--- src/rtl/hazard_sequencer.sv ---
// Pipeline hazard sequencer: load-use stall, branch/jump flush, mult/div freeze.
// Optional performance counters are enabled by defining HAZARD_PERF_CNT_EN.
module hazard_sequencer #(
  parameter int MD_CYCLES = 32
) (
  input  logic        clk,
  input  logic        reset,
  input  logic        hz_stall,
  input  logic        br_taken,
  input  logic        jump_id,
  input  logic        md_start,
  output logic        PC_Write,
  output logic        IF_ID_Write,
  output logic        IF_ID_Flush,
  output logic        ID_EX_Flush,
  output logic        EX_MEM_Bubble,
  output logic        md_done,
  output logic [1:0]  state,
  output logic [31:0] stall_cnt,
  output logic [31:0] flush_cnt
);

  typedef enum logic [1:0] {
    RUN      = 2'b00,
    LU_STALL = 2'b01,
    MD_BUSY  = 2'b10,
    ILLEGAL  = 2'b11
  } state_e;

  localparam logic [5:0] MdLoad = 6'(MD_CYCLES - 2);

  state_e     state_q, state_d;
  logic [5:0] cnt_q, cnt_d;

  assign state = state_q;

  // State and freeze down-counter registers
  always_ff @(posedge clk) begin
    if (!reset) begin
      state_q <= RUN;
      cnt_q   <= '0;
    end else begin
      state_q <= state_d;
      cnt_q   <= cnt_d;
    end
  end

  // Next-state and Mealy control outputs
  always_comb begin
    state_d       = RUN;
    cnt_d         = cnt_q;
    PC_Write      = 1'b1;
    IF_ID_Write   = 1'b1;
    IF_ID_Flush   = 1'b0;
    ID_EX_Flush   = 1'b0;
    EX_MEM_Bubble = 1'b0;
    md_done       = 1'b0;
    if (!reset) begin
      PC_Write    = 1'b0;
      IF_ID_Write = 1'b0;
      IF_ID_Flush = 1'b1;
      ID_EX_Flush = 1'b1;
    end else begin
      unique case (state_q)
        RUN, LU_STALL: begin
          if (br_taken) begin
            IF_ID_Flush = 1'b1;
            ID_EX_Flush = 1'b1;
          end else if (md_start) begin
            PC_Write      = 1'b0;
            IF_ID_Write   = 1'b0;
            EX_MEM_Bubble = 1'b1;
            cnt_d         = MdLoad;
            state_d       = MD_BUSY;
          end else if (hz_stall && state_q == RUN) begin
            PC_Write    = 1'b0;
            IF_ID_Write = 1'b0;
            ID_EX_Flush = 1'b1;
            state_d     = LU_STALL;
          end else if (jump_id) begin
            IF_ID_Flush = 1'b1;
          end
        end
        MD_BUSY: begin
          PC_Write      = 1'b0;
          IF_ID_Write   = 1'b0;
          EX_MEM_Bubble = 1'b1;
          if (cnt_q == 6'd0) begin
            md_done = 1'b1;
            state_d = RUN;
          end else begin
            cnt_d   = cnt_q - 6'd1;
            state_d = MD_BUSY;
          end
        end
        default: state_d = RUN;
      endcase
    end
  end

`ifdef HAZARD_PERF_CNT_EN
  logic [31:0] stall_q, flush_q;

  // Count frozen-PC cycles and IF/ID flush cycles outside reset
  always_ff @(posedge clk) begin
    if (!reset) begin
      stall_q <= '0;
      flush_q <= '0;
    end else begin
      if (!PC_Write)   stall_q <= stall_q + 32'd1;
      if (IF_ID_Flush) flush_q <= flush_q + 32'd1;
    end
  end

  assign stall_cnt = stall_q;
  assign flush_cnt = flush_q;
`else
  assign stall_cnt = '0;
  assign flush_cnt = '0;
`endif

endmodule

--- config.mk ---
export PLATFORM = sky130hd
export DESIGN_NAME = hazard_sequencer
export DESIGN_NICKNAME = d
export VERILOG_FILES = /design/src/rtl/hazard_sequencer.sv
export SDC_FILE = /design/constraint.sdc
export NUM_CORES = 1
export LEC_CHECK = 0
export ABC_AREA = 1
export CAP_MARGIN = 20
export CORE_ASPECT_RATIO = 1.1
export CORE_UTILIZATION = 34
export CTS_CLUSTER_SIZE = 28
export DETAILED_ROUTE_END_ITERATION = 12
export PLACE_DENSITY = 0.83
export SLEW_MARGIN = 20
export SYNTH_ARGS = -nofsm -noshare
export SYNTH_HDL_FRONTEND = slang
export SYNTH_SLANG_ARGS = --single-unit
--- constraint.sdc ---
create_clock -name clk -period 1.62 [get_ports clk]
set_input_delay 0.324 -clock clk [delete_from_list [all_inputs] [get_ports clk]]
set_output_delay 0.324 -clock clk [all_outputs]
set_load 0.01 [all_outputs]
* Yosys cells after proc, flatten, opt, wreduce, memory -nomap -nowiden
Cells that the tools add are included.
Cells by class: eq/ne operators 5, multiplexer cells 32, reductions and logical operators 6, add/subtract/negate cells 1
Operators by type and width (number):
- 1-bit two-way mux | 22
- 6-bit two-way mux | 3
- 6-bit case mux with 2 select lines | 1
- 6-bit zero test | 1
- 2-bit two-way mux | 3
- 2-bit inequality test (second input constant) | 3
- 6-bit by 1-bit subtractor with 6-bit output (second input constant) | 1
- 1-bit case mux with 2 select lines | 2
- 2-bit case mux with 2 select lines | 1
- 4-bit AND reduction | 1
- 2-bit by 1-bit == test with 1-bit output (second input constant) | 1
- 2-bit == test (second input constant) | 1
- 2-bit zero test | 1
- 2-bit nonzero test | 1
- 2-bit OR reduction | 1
- 1-bit logical AND | 1
Word-level totals: input port bits 6, output and inout bits 72, logic and storage cells 46, register bits after elaboration 8

* Logic depth before layout (Yosys ltp)
depth in word-level cells 7, gate-level depth with buffers 9, gate-level depth less buffers 9

* Least setup slack after synthesis
OpenSTA, ideal clock, no wires.
path type reg-to-output, start reg state_q[0] (netlist: state[0]), end out PC_Write, data required time 1296 ps, buffers on the path 1, stages on the path, launching flop included 6, data arrival time 1263 ps, path slack 33 ps, cells stage by stage dfxtp_1 > inv_2 > nand3_1 > nand2_1 > a211oi_1 > buf_4
On the way: longest elaborated chain between the ends 7, elaborated cells on any way between the ends 10, classes of those cells 2 x eq/ne; 5 x mux; 3 x reduce/logical
RTL lines:
- start, declared | line 32 | state_e state_q, state_d;
- start signal, assigned | line 43 | state_q <= state_d;
- 2-bit zero test
- 1-bit logical AND | line 75 | end else if (hz_stall && state_q == RUN) begin
- 1-bit two-way mux (3 in a row)
- 1-bit case mux with 2 select lines *
- 1-bit two-way mux *
- end, declared | line 12 | output logic PC_Write,
Every way passes the cells marked *; elsewhere a longest branch is shown, timed or not.

* Final worst setup path
start reg state_q[1] (netlist: state[1]), end out EX_MEM_Bubble
On the way: longest elaborated chain between the ends 4, elaborated cells on any way between the ends 6, classes of those cells 2 x eq/ne; 2 x mux; 2 x reduce/logical
RTL lines:
- 2-bit by 1-bit == test with 1-bit output / 2-bit zero test (equally long branches) | line 64 | unique case (state_q)
- 2-bit OR reduction | line 64
- 1-bit case mux with 2 select lines * | line 64
- 1-bit two-way mux * | line 58 | if (!reset) begin
- end, declared | line 16 | output logic EX_MEM_Bubble,
Marks and branches as above.

==> flow_summary.ini <==
[routing]
drt_iter0_drc = 5
detail-route-antenna-nets = 0
route.detailed.drc = 0
post_drt_wl_per_cell_um = 7.65
vias = 770
first_pass_iters = 4
viasPerCell = 3.63
routed_wl_mm = 1.62

[cts]
cts_tree = yes
cts.sinks = 8
clk-insertion-delay-late_ps = 270
clk_path_buf_depth = 2
clk_pin_slew_ps = 60
clock-root-buffer = clkbuf_4
h-tree-depth = 1
post_cts_buffers = 0
cts_made_buffers = 3
ctsHoldBuffers = 0

[die]
io_pins = 78
placementRows = 20
start_util_pct = 36.6
design.die.area_um2 = 3240
coreArea_um2 = 2800
die_x_um = 54.3
die_h_um = 59.6

[synthesis]
synth_compound_area_share_pct = 4.76
synthCells = 145
synthSimpleGateAreaFrac_pct = 24.5
yosysSeqAreaShare_pct = 15.6
synth-xor-area-share_pct = 0
ys_seq_elements = 8
ys_types = 24
avgSynthCellArea_um2 = 7.07
yosysWarnings = 0
synth_mux_area_share_pct = 0
synth_top_family_by_area = buffers and inverters
syn-cell-area_um2 = 1020
synth-adder-area-share_pct = 2.44

[layout]
num_antenna_cells = 0
multi_input_area_um2 = 582
final_cells = 212
regArea_um2 = 161
nets = 189
final_common_cell = conb_1
layout_common_cells = conb_1, nand2_1, buf_4
syn_to_final_growth_pct = 7.57
drive_above_1_share_pct = 27.4
post-route-util_pct = 39.3
n_fill_cell = 305
post-route-cell-area_um2 = 1100

[critical_path]
slowest_delay_ps = 320
crit_family = flip-flops
cp.arrival_ps = 1240
path_cells = buf_4 -> nor2_2 -> nand2_1 -> a21oi_2 -> buf_2
slowest_stage = dfxtp_2
cp-end-kind = primary output
cp.required_ps = 1300
critPathLaunchType = flop
worst-path-buf-inv = 2
worstPathMaxFanout = 2
crit_type = reg -> out

[timing]
finalCriticalPeriod_ps = 1560
fin_crit_sh_pct = 96.5
fin_worst_skew_ps = 5.40
hold_violations = 0
fmax_mhz = 640
setup_viol = 0
fin_hold_ws_ps = 517
finalMaxSlewViolations = 0
fin_setup_tns_ps = 0

[grt]
antenna_found_initial = 0
grt_util_all_layers_pct = 10.3
grt_pass1_vias = 594
grt_max_degree = 8
grt_pass1_wl_mm = 2.33
overflow = 0

[pwr]
p_per_area_nw_per_um2 = 663
vdd_drop_max_mv = 0.245
power_leakage_nw = 0.641

[place]
globalplace.congestion = 0.876
placed_area_um2 = 1090
io_buffers = 13
dp_cells = 209
dp_hpwl_mm = 1.33

[job]
maxCapViolCount = 0

[outcome]
status = complete, no violations

[min_path]
min_path_type = in -> reg
[cell usage after synthesis]
| cell type | instances | share of area, % |
|---|---|---|
| a21oi_2 | 1 | 0.85 |
| nand3_2 | 1 | 0.98 |
| buf_4 | 65 | 48 |
| ha_1 | 2 | 2.4 |
| nand2_4 | 1 | 1.1 |
| nor3_1 | 2 | 0.98 |
| nor2_2 | 4 | 2.4 |
| inv_4 | 1 | 0.61 |
| nor2_8 | 1 | 2.0 |
| nand3_1 | 7 | 3.4 |
| a211oi_1 | 2 | 1.5 |
| conb_1 | 1 | 0.37 |
| dfxtp_1 | 8 | 16 |
| a21oi_1 | 4 | 2.0 |
| nand4_1 | 2 | 1.2 |
| or2_1 | 1 | 0.61 |
| nand2_2 | 1 | 0.61 |
| nand3b_1 | 1 | 0.73 |
| inv_1 | 8 | 2.9 |
| nor2_1 | 7 | 2.6 |
| or2_0 | 1 | 0.61 |
| nand2_1 | 20 | 7.3 |
| inv_2 | 3 | 1.1 |
| o21ai_1 | 1 | 0.49 |
[final timing paths]
path / startpoint / end / slack (ps) / depth (start not counted)
setup / recovery: state[1] / EX_MEM_Bubble / 60 / 5
hold / removal: reset / cnt_q[1] / 520 / 3
setup reg to reg: cnt_q[0] / cnt_q[2] / 320 / 8
hold reg to reg: cnt_q[0] / cnt_q[0] / 550 / 2
[power by group]
part | internal [W] | total [W] | leakage, nW | switching, W
clock network | 0.0000855 | 0.000164 | 0.0138 | 0.0000789
registers | 0.000215 | 0.000226 | 0.0661 | 0.0000107
logic | 0.000134 | 0.000341 | 0.561 | 0.000207
[cell type report]
class,instances,share of cell area (%)
multi-input combinational,123,52.8
timing repair buffer,33,22.5
sequential,8,14.6
inverter,12,4.31
tap,33,3.75
clock buffer,3,2.04
[layer usage]
| layer | share of wire [%] | GRT usage (%) |
|---|---|---|
| met1 | 37 | 10.2 |
| met2 | 52 | 19.0 |
| met3 | 9.2 | 3.08 |
| met4 | 1.7 | 4.40 |
| met5 | 0 | 0 |
[flip-flops by register name (all words and copies together), names as in the netlist]
register,count
state,2
cnt_q,6
[timing repair]
action                                  in CTS  in global routing
endpoints found under the setup margin       6                  5
hold endpoints to repair                     0                  0
pin swaps                                    2                  1
gates resized for setup                     32                  4
[cells by family after synthesis]
family,after synthesis
adders and majority gates,2
AOI/OAI and AO/OA,8
DFF,8
other,1
and+or+nand+nor,49
buffers and inverters,77
[worst reg2reg max path, cell delays in order, from the launching register on]
cell and delay (ps):
dfxtp_1 310, inv_1 70, buf_4 130, ha_1 200
inv_1 70, or2_1 210, nand3_1 70, nand2_1 50
a21oi_1 120
[metrics by stage]
| step | power (W) | setup WS (ps) |
|---|---|---|
| 5_1_grt | 0.000791 | -5.21 |
| 4_1_cts | 0.000733 | 5.50 |
| 3_5_place_dp | 0.000578 | -539 |
| 6_report | 0.000731 | 56.4 |
| 3_3_place_gp | 0.000568 | -527 |
| 2_1_floorplan | 0.000560 | 33.1 |
Note: power is estimated with default switching activity, not from simulation.
